===== config.mk =====
export PLATFORM = sky130hd
export DESIGN_NAME = p2s_rr_sched
export DESIGN_NICKNAME = d
export VERILOG_FILES = /design/src/rtl/p2s_rr_sched.sv
export SDC_FILE = /design/constraint.sdc
export NUM_CORES = 1
export LEC_CHECK = 0
export ABC_CLOCK_PERIOD_IN_PS = 3000
export BUFFER_PORTS_ARGS = -buffer_cell sky130_fd_sc_hd__clkbuf_2
export CAP_MARGIN = 20
export CORE_MARGIN = 3
export CORE_UTILIZATION = 49
export DETAILED_ROUTE_END_ITERATION = 12
export PLACE_DENSITY = 0.84
export SLEW_MARGIN = 20
export SYNTH_ARGS = -nofsm -noshare
export SYNTH_HDL_FRONTEND = slang
export SYNTH_SLANG_ARGS = --single-unit

===== constraint.sdc =====
create_clock -name clk -period 3 [get_ports clk]
set_clock_uncertainty 0.1 [all_clocks]
set_input_delay 0.15 -clock clk [delete_from_list [all_inputs] [get_ports clk]]
set_output_delay 0.15 -clock clk [all_outputs]
set_load 0.02 [all_outputs]

===== src/rtl/p2s_rr_sched.sv =====
// Round-robin scheduler feeding one parallel-to-serial shifter: grants a requester,
// shifts its word out LSB-first followed by a parity bit, tagging each bit with the owner id.
module p2s_rr_sched #(
    parameter int WIDTH   = 4,
    parameter int NREQ    = 4,
    parameter int IDW     = 2,
    parameter int PAR_ODD = 0
) (
    input  logic                  clk,
    input  logic                  rst,
    input  logic [NREQ-1:0]       req_valid,
    input  logic [NREQ*WIDTH-1:0] req_data,
    output logic [NREQ-1:0]       req_ready,
    output logic                  ser_data,
    output logic                  ser_valid,
    output logic                  ser_first,
    output logic                  ser_par,
    output logic [IDW-1:0]        ser_id,
    output logic                  busy
);

    localparam int CNT_W = (WIDTH > 2) ? $clog2(WIDTH) : 1;

    localparam logic [1:0] IDLE  = 2'd0;
    localparam logic [1:0] SHIFT = 2'd1;
    localparam logic [1:0] PAR   = 2'd2;

    function automatic logic frame_parity(input logic [WIDTH-1:0] w);
        return (^w) ^ (PAR_ODD != 0);
    endfunction

    logic [1:0]       state_q,     state_d;
    logic [WIDTH-1:0] hold_q,      hold_d;
    logic [CNT_W-1:0] cnt_q,       cnt_d;
    logic             parity_q,    parity_d;
    logic [IDW-1:0]   last_q,      last_d;
    logic [IDW-1:0]   ser_id_q,    ser_id_d;
    logic             ser_data_q,  ser_data_d;
    logic             ser_valid_q, ser_valid_d;
    logic             ser_first_q, ser_first_d;
    logic             ser_par_q,   ser_par_d;
    logic             busy_q,      busy_d;

    logic [IDW-1:0]   scan_idx;
    logic [IDW-1:0]   grant_idx;
    logic             grant_any;
    logic [NREQ-1:0]  grant_oh;
    logic [WIDTH-1:0] grant_word;

    // Arbiter: scan from the requester after the last winner, wrapping modulo NREQ.
    always_comb begin
        scan_idx   = '0;
        grant_idx  = '0;
        grant_any  = 1'b0;
        grant_oh   = '0;
        grant_word = '0;
        if (state_q == IDLE) begin
            for (int k = 1; k <= NREQ; k++) begin
                scan_idx = IDW'((int'(last_q) + k) % NREQ);
                if (!grant_any && req_valid[scan_idx]) begin
                    grant_any = 1'b1;
                    grant_idx = scan_idx;
                end
            end
            if (grant_any) begin
                grant_oh[grant_idx] = 1'b1;
            end
            for (int i = 0; i < NREQ; i++) begin
                if (grant_idx == IDW'(i)) begin
                    grant_word = req_data[i*WIDTH +: WIDTH];
                end
            end
        end
    end

    assign req_ready = grant_oh;

    // Outputs are registered, so each branch computes what the next cycle will present.
    always_comb begin
        state_d     = state_q;
        hold_d      = hold_q;
        cnt_d       = cnt_q;
        parity_d    = parity_q;
        last_d      = last_q;
        ser_id_d    = ser_id_q;
        ser_data_d  = 1'b0;
        ser_valid_d = 1'b0;
        ser_first_d = 1'b0;
        ser_par_d   = 1'b0;
        case (state_q)
            IDLE: begin
                if (grant_any) begin
                    hold_d      = grant_word;
                    ser_id_d    = grant_idx;
                    last_d      = grant_idx;
                    parity_d    = frame_parity(grant_word);
                    cnt_d       = '0;
                    state_d     = SHIFT;
                    ser_valid_d = 1'b1;
                    ser_first_d = 1'b1;
                    ser_data_d  = grant_word[0];
                end
            end
            SHIFT: begin
                hold_d      = hold_q >> 1;
                cnt_d       = cnt_q + 1'b1;
                ser_valid_d = 1'b1;
                if (cnt_q == CNT_W'(WIDTH - 1)) begin
                    state_d    = PAR;
                    ser_par_d  = 1'b1;
                    ser_data_d = parity_q;
                end else begin
                    ser_data_d = hold_q[1];
                end
            end
            PAR: begin
                state_d = IDLE;
            end
            default: begin
                state_d = IDLE;
            end
        endcase
        busy_d = (state_d != IDLE);
    end

    always_ff @(posedge clk) begin
        if (rst) begin
            state_q     <= IDLE;
            hold_q      <= '0;
            cnt_q       <= '0;
            parity_q    <= 1'b0;
            last_q      <= IDW'(NREQ - 1);
            ser_id_q    <= '0;
            ser_data_q  <= 1'b0;
            ser_valid_q <= 1'b0;
            ser_first_q <= 1'b0;
            ser_par_q   <= 1'b0;
            busy_q      <= 1'b0;
        end else begin
            state_q     <= state_d;
            hold_q      <= hold_d;
            cnt_q       <= cnt_d;
            parity_q    <= parity_d;
            last_q      <= last_d;
            ser_id_q    <= ser_id_d;
            ser_data_q  <= ser_data_d;
            ser_valid_q <= ser_valid_d;
            ser_first_q <= ser_first_d;
            ser_par_q   <= ser_par_d;
            busy_q      <= busy_d;
        end
    end

    assign ser_data  = ser_data_q;
    assign ser_valid = ser_valid_q;
    assign ser_first = ser_first_q;
    assign ser_par   = ser_par_q;
    assign ser_id    = ser_id_q;
    assign busy      = busy_q;

endmodule


==> summary.txt, run 1 <==
Flow run
  • MaxCap Viol Count: 0

GRT
  • GRT Total Usage: 18.3%
  • Number of global-route vias before repair: 853
  • Initial antenna violation count: 0
  • First-pass GRT wire length: 3.67 mm
  • GR Overflow Total: 0
  • Largest net degree at the start of global routing: 19

Timing
  • Final hold viol count: 0
  • Worst setup margin: around 0.53 ns
  • Setup TNS: 0 ns
  • Worst-Margin Slew: 0.608 ns
  • Fmax: 405 MHz
  • Final Max Tran Viols: 0
  • # setup viols final: 0
  • Slew headroom: 59.1%
  • Final hold slack: about 0.15 ns
  • Minimum clock period: 2.47 ns
  • Period utilization: 82.3%
  • RSZ-0062 raised after global routing: no

Layout
  • Design Area, Final: approximately 1200 um2
  • # fillers: 170
  • Area delta synth->final: 17.3%
  • Final nets: 176
  • Ant. Diodes: 0
  • Multi-input gate area: 603 um2
  • Fin cells: 177
  • Register area: between 300 and 400 um2
  • Layout cell share with drive strength beyond 1: 28.9%
  • Fin util: a little under two thirds

Worst hold path
  • Tightest Hold Check Type: in2reg
  • Beginning of the worst hold path: rst

Floorplanning
  • Die height: 51.0 um
  • Core ar.: 1820 um2
  • Chip Width: 51.0 um
  • Row count: 15
  • Initial Util: 54.6%
  • # IOs: 33
  • Die area: roughly 2600 um2

Yosys
  • Top cell type's share of synthesized area: 34.3%
  • Synth area leader: dfxtp_1
  • Yosys warnings: 0
  • EDFF count, synth: 0
  • Post-synth ARST share: 0%
  • Distinct cell type count after synthesis: 41
  • Synthesized net count: 146
  • #FFs+latches synth: 17
  • Synth area leaders: dfxtp_1 (34%), nor2_1 (7.6%), o21ai_0 (5.0%)
  • Synthesized area: 993 um2
  • Seq/Total Area, Yosys: 34.3%
  • Post-Synthesis Cells: 123
  • Syn Area/Cell: 8.08 um2
  • Main flop type after synthesis: dfxtp_1

Clock tree
  • Root Buffer: clkbuf_4
  • Post-CTS Resized: 0
  • CTS tree: built
  • Clock Sinks: 17
  • Clock-pin slew on the worst setup and hold paths: 0.10 ns
  • TritonCTS Buffers: 3
  • Post-cts hold buffer count: 0
  • CTS HTree Levels: 1
  • Clock latency on the worst-skew pair: 0.29 ns
  • CTS Buffer Depth: 2
  • Post-CTS Setup Repair Bufs: 0

Place
  • Placed Cells: 173
  • Area after DPL: 1140 um2
  • Routability Congestion: 0.871
  • Port Buf Inserts: 32
  • Hpwl dp: 1.69 mm
  • Dpl ws: approximately 0.56 ns

Setup path
  • Worst-path fanout max: 9
  • Slowest-stage cell, CP: dfxtp_1
  • CP peak stage delay: 0.49 ns
  • Startpoint Class: flop
  • Critical-path cell list: mux2i_1 -> o22a_2 -> nand3_2 -> a32o_1 -> nor3b_1 -> or4_1 -> o311ai_1
  • CP Capture Type: flop
  • Worst setup path start: last_q[1]$_SDFFE_PP1P_
  • FF-to-FF Start: last_q[1]$_SDFFE_PP1P_
  • Arrival @ worst endpoint: 2.58 ns
  • CP Class: reg2reg
  • Critical path data required time: 3.11 ns

Route
  • Routed wire length: 2.24 mm
  • Vias post-DR: 999
  • Pre-antenna DRT Iters: 4
  • Vias/cell: 5.64
  • Final ANT Viol Nets: 0
  • DRC: 0
  • First-iteration detailed-routing DRC count: 19
  • Wire per inst: 12.6 um

Power and ir drop
  • P_leak: 0.490 nW
  • Pwr Density: 465 nW/um2
  • Max IR drop VDD: 0.304 mV
  • PnR Total Power: around 0.54 mW

Status
  • Outcome: finished clean
[path summary, 6_finish.rpt]
check,slack [ns],to,cells past startpoint
worst min register to register,0.37,ser_id[1]$_SDFFE_PP0P_,2
worst min-delay path,0.15,ser_id[1]$_SDFFE_PP0P_,2
worst max-delay path,0.53,parity_q$_SDFFE_PP0P_,7
worst max register to register,0.53,parity_q$_SDFFE_PP0P_,7
[final cells by class]
type | count | share of cell area [%]
multi-input cells | 98 | 51.8
inverters | 1 | 0.322
clock buffers | 4 | 2.26
well taps | 25 | 2.69
repair buffers | 32 | 13.7
flip-flops and latches | 17 | 29.2
[layer usage]
layer	global-route usage (%)	vias up	share of wire [%]
li1	-	517	-
met1	23.0	450	47
met2	29.8	27	47
met3	5.54	5	5.0
met4	5.38	0	1.2
met5	0	-	0
[cell usage after synthesis (all sizes together) (2+ instances only)]
cell,instances
nor2,20
dfxtp,17
o21ai,13
a21oi,7
nand2,7
nand2b,6
a31oi,5
clkbuf,4
nand3,4
nor3,4
nor3b,4
a32oi,3
buf,3
a211oi,2
a21o,2
a32o,2
nand3b,2
or2,2
[worst max-delay path: cells and delay by family (launching register included)]
family | cells | cell delay [ns]
AO/OA/AOI/OAI | 3 | 0.77
flip-flops | 1 | 0.49
multiplexers | 1 | 0.31
AND/OR/NAND/NOR | 3 | 0.71
[sequential cells by signal (all words and copies together), names as in the netlist]
register and cells:
busy 1, cnt_q 2, hold_q 3, last_q 2
parity_q 1, ser_data 1, ser_first 1, ser_id 2
ser_par 1, ser_valid 1, state_q 2
[report_power, final]
group          switching (mW)  internal [mW]  total, mW  leakage, nW
Combinational          0.0924         0.0686      0.161        0.335
Clock                  0.0719         0.0518      0.124       0.0150
Sequential             0.0136          0.243      0.257        0.141
[layout by cell type (no fill, tap or decap), types with 2 or more instances in the layout]
cell type,instances
a21o_2,2
nand2b_1,6
a32oi_1,3
a211oi_1,2
nand3b_1,2
clkbuf_2,32
nor3_1,4
a31oi_1,5
clkbuf_4,3
nor3b_1,3
nand2_1,7
a21oi_1,6
o21ai_0,10
nand3_1,3
a32o_1,2
nor2_1,20
dfxtp_1,17
o21ai_1,3
[cells by family after synthesis]
family                   count (synthesis)  share of synthesized area (%)
multiplexers                             2                           2.14
flip-flops                              17                           34.3
XOR/XNOR                                 1                          0.882
adder cells (fa/ha/maj)                  1                           1.26
AO/OA/AOI/OAI                           41                           28.7
AND/OR/NAND/NOR                         53                           27.7
buffers and inverters                    8                           5.04
No activity file was read; power rests on OpenSTA's default activity.
==> inputs of run 2 (changes only) <==
--- a/config.mk
+++ b/config.mk
@@ -5,7 +5,7 @@
 export SDC_FILE = /design/constraint.sdc
 export NUM_CORES = 1
 export LEC_CHECK = 0
-export ABC_CLOCK_PERIOD_IN_PS = 3000
+export ABC_CLOCK_PERIOD_IN_PS = 2300
 export BUFFER_PORTS_ARGS = -buffer_cell sky130_fd_sc_hd__clkbuf_2
 export CAP_MARGIN = 20
 export CORE_MARGIN = 3
==> constraint.sdc (replaced) <==
create_clock -name clk -period 2.3 [get_ports clk]
set_clock_uncertainty 0.1 [all_clocks]
set_input_delay 0.115 -clock clk [delete_from_list [all_inputs] [get_ports clk]]
set_output_delay 0.115 -clock clk [all_outputs]
set_load 0.02 [all_outputs]
==> run 2 against run 1 <==
Effect of this change:
- die area unchanged
- non-clock buffer count up 7
- wire length up 15%
- global-route usage up 2.6 points
- clock-buffer cell count down 1
==> summary.txt, run 2 (synthesized netlist as in run 1, its figures left out) <==
Status
  • Outcome: finished clean (unchanged)

Clock tree
  • CTS Buffer Depth: 2 (unchanged)
  • Clock-pin slew on the worst setup and hold paths: 0.10 ns (about the same)
  • Post-CTS Setup Repair Bufs: 0 (unchanged)
  • CTS tree: built (unchanged)
  • Clock latency on the worst-skew pair: 0.29 ns (about the same)
  • TritonCTS Buffers: 3 (unchanged)
  • Root Buffer: clkbuf_4 (unchanged)
  • Clock Sinks: 17 (unchanged)
  • CTS HTree Levels: 1 (unchanged)
  • Post-cts hold buffer count: 0 (unchanged)

Route
  • Vias/cell: 5.79 (was 5.64)
  • Routed wire length: 2.57 mm (was 2.24 mm)
  • DRC: 0 (unchanged)
  • Pre-antenna DRT Iters: 5 (was 4)
  • Final ANT Viol Nets: 0 (unchanged)
  • First-iteration detailed-routing DRC count: 20 (was 19)
  • Wire per inst: 13.9 um (was 12.6 um)
  • Vias post-DR: 1066 (was 999)

Power and ir drop
  • Max IR drop VDD: 0.451 mV (was 0.304 mV)
  • Combinational power share: 33.3% (was 29.7%)
  • Sw Share: 33.5% (was 32.8%)
  • P_leak: 0.528 nW (was 0.490 nW)
  • Sequential power share: 45.0% (was 47.5%)
  • Clock power share: 21.7% (was 22.8%)
  • Power Internal: 0.493 mW (was 0.364 mW)
  • Switch Pwr: 0.249 mW (was 0.178 mW)
  • Pwr Density: 597 nW/um2 (was 465 nW/um2)
  • PnR Total Power: 0.742 mW (was 0.542 mW)

Timing
  • Fmax: 435 MHz (was 405 MHz)
  • RSZ-0062 raised after global routing: yes (was no)
  • Period utilization: 99.9% (was 82.3%)
  • Worst-Margin Slew: 0.588 ns (was 0.608 ns)
  • Worst setup margin: 0.00171 ns (was 0.530 ns)
  • Slew headroom: 60.5% (was 59.1%)
  • Final Max Tran Viols: 0 (unchanged)
  • # setup viols final: 0 (unchanged)
  • Final hold viol count: 0 (unchanged)
  • Minimum clock period: 2.30 ns (was 2.47 ns)

GRT
  • First-pass GRT wire length: 4.09 mm (was 3.67 mm)
  • Number of global-route vias before repair: 943 (was 853)
  • GR Overflow Total: 0 (unchanged)
  • Largest net degree at the start of global routing: 19 (unchanged)
  • Initial antenna violation count: 0 (unchanged)
  • GRT Total Usage: 20.9% (was 18.3%)

Worst hold path
  • Tightest Hold Check Type: in2reg (unchanged)
  • Hold path cells: 2 (unchanged)

Setup path
  • CP Class: reg2reg (unchanged)
  • Setup crit end: parity_q$_SDFFE_PP0P_ (unchanged)
  • Worst reg2reg path endpoint: parity_q$_SDFFE_PP0P_ (unchanged)
  • Worst setup path start: last_q[1]$_SDFFE_PP1P_ (unchanged)
  • Arrival @ worst endpoint: 2.40 ns (was 2.58 ns)
  • FF-to-FF Start: last_q[1]$_SDFFE_PP1P_ (unchanged)
  • Register-to-register setup slack: 0.002 ns (was 0.53 ns)
  • Reg2Reg Depth: 7 (unchanged)
  • Worst-path fanout max: 8 (was 9)
  • Critical path data required time: 2.40 ns (was 3.11 ns)
  • Startpoint Class: flop (unchanged)
  • CP Capture Type: flop (unchanged)

Layout
  • Area delta synth->final: 25.2% (was 17.3%)
  • Commonest non-fill, non-tap cell in the layout: clkbuf_2 (unchanged)
  • Biggest register: hold_q (unchanged)
  • Highest-count cells in the layout ignoring fill and taps: clkbuf_2 (32), nor2_1 (20), dfxtp_1 (15) (was clkbuf_2 (32), nor2_1 (20), dfxtp_1 (17))
  • Max reg flops: 3 (unchanged)
  • Ant. Diodes: 0 (unchanged)
  • Layout cell share with drive strength beyond 1: 35.8% (was 28.9%)
  • Fin util: 68.3% (was 64.0%)
  • Final nets: 183 (was 176)

Floorplanning
  • Initial Util: 54.6% (unchanged)
  • Die area: 2600 um2 (unchanged)
  • Core ar.: 1820 um2 (unchanged)
  • Die height: 51.0 um (unchanged)
  • Chip Width: 51.0 um (unchanged)
  • Row count: 15 (unchanged)
  • # IOs: 33 (unchanged)

Flow run
  • MaxCap Viol Count: 0 (unchanged)

Place
  • Hpwl dp: 1.91 mm (was 1.69 mm)
  • Routability Congestion: 0.869 (was 0.871)
  • Port Buf Inserts: 32 (unchanged)
  • Dpl ws: -0.0546 ns (was 0.559 ns)
run 2: worst min path at each step:
stage / start / endpoint / slack (ns)
final: rst / ser_id[1]$_SDFFE_PP0P_ / 0.13
after global routing: rst / ser_id[1]$_SDFFE_PP0P_ / 0.14
after detailed placement: ser_id[1]$_SDFFE_PP0P_ / ser_id[1]$_SDFFE_PP0P_ / 0.36
after global placement: ser_id[1]$_SDFFE_PP0P_ / ser_id[1]$_SDFFE_PP0P_ / 0.35
after floorplan: rst / hold_q[1]$_SDFFE_PP0P_ / 0.20
after CTS: rst / ser_id[1]$_SDFFE_PP0P_ / 0.12
run 2: timing repair:
action,in CTS,in global routing
gates resized for setup,3,4
gates cloned,0,0
pin swaps,0,1
endpoints found under the setup margin,1,1
run 2: critical path, stage by stage, from the launching register on:
cell,delay (ns)
dfxtp_4,0.41
mux2i_4,0.24
o22a_2,0.23
nand3_2,0.08
a32o_2,0.27
nor3b_1,0.16
or4_1,0.49
o311ai_1,0.23
run 2: area by class of cell:
type                            instances  area (um2)
Clock buffer                            3        22.5
Inverter                                1        3.75
Timing Repair Buffer                   39         213
Fill cell                             165         577
Tap cell                               25        31.3
Multi-Input combinational cell         98         623
Clock inverter                          1        5.00
Sequential cell                        17         345
run 2: metrics by stage:
stage	instance area (um2)	std cells	hold WS [ns]	TNS, ns
detailed placement	1190	180	0.356	-0.0546
global route	1240	184	0.143	-0.0893
floorplan	993	123	0.196	0
global placement	1190	180	0.346	0
finish	1240	184	0.131	0
CTS	1230	184	0.122	0
run 2: power groups by stage:
| stage | Combinational (mW) | Clock, mW | Sequential, mW |
|---|---|---|---|
| after global routing | 0.269 | 0.179 | 0.337 |
| after global placement | 0.226 | 0 | 0.337 |
| after floorplan | 0.154 | 0 | 0.344 |
| after detailed placement | 0.235 | 0 | 0.339 |
| final | 0.247 | 0.161 | 0.334 |
| after CTS | 0.240 | 0.162 | 0.333 |
run 2: routing by layer:
layer	up-vias	part of all wire (%)	global-route usage (%)
met2	50	50	37.3
met5	-	0	0
met3	4	8.1	5.25
met1	485	41	25.2
li1	527	-	-
met4	0	0.94	4.04
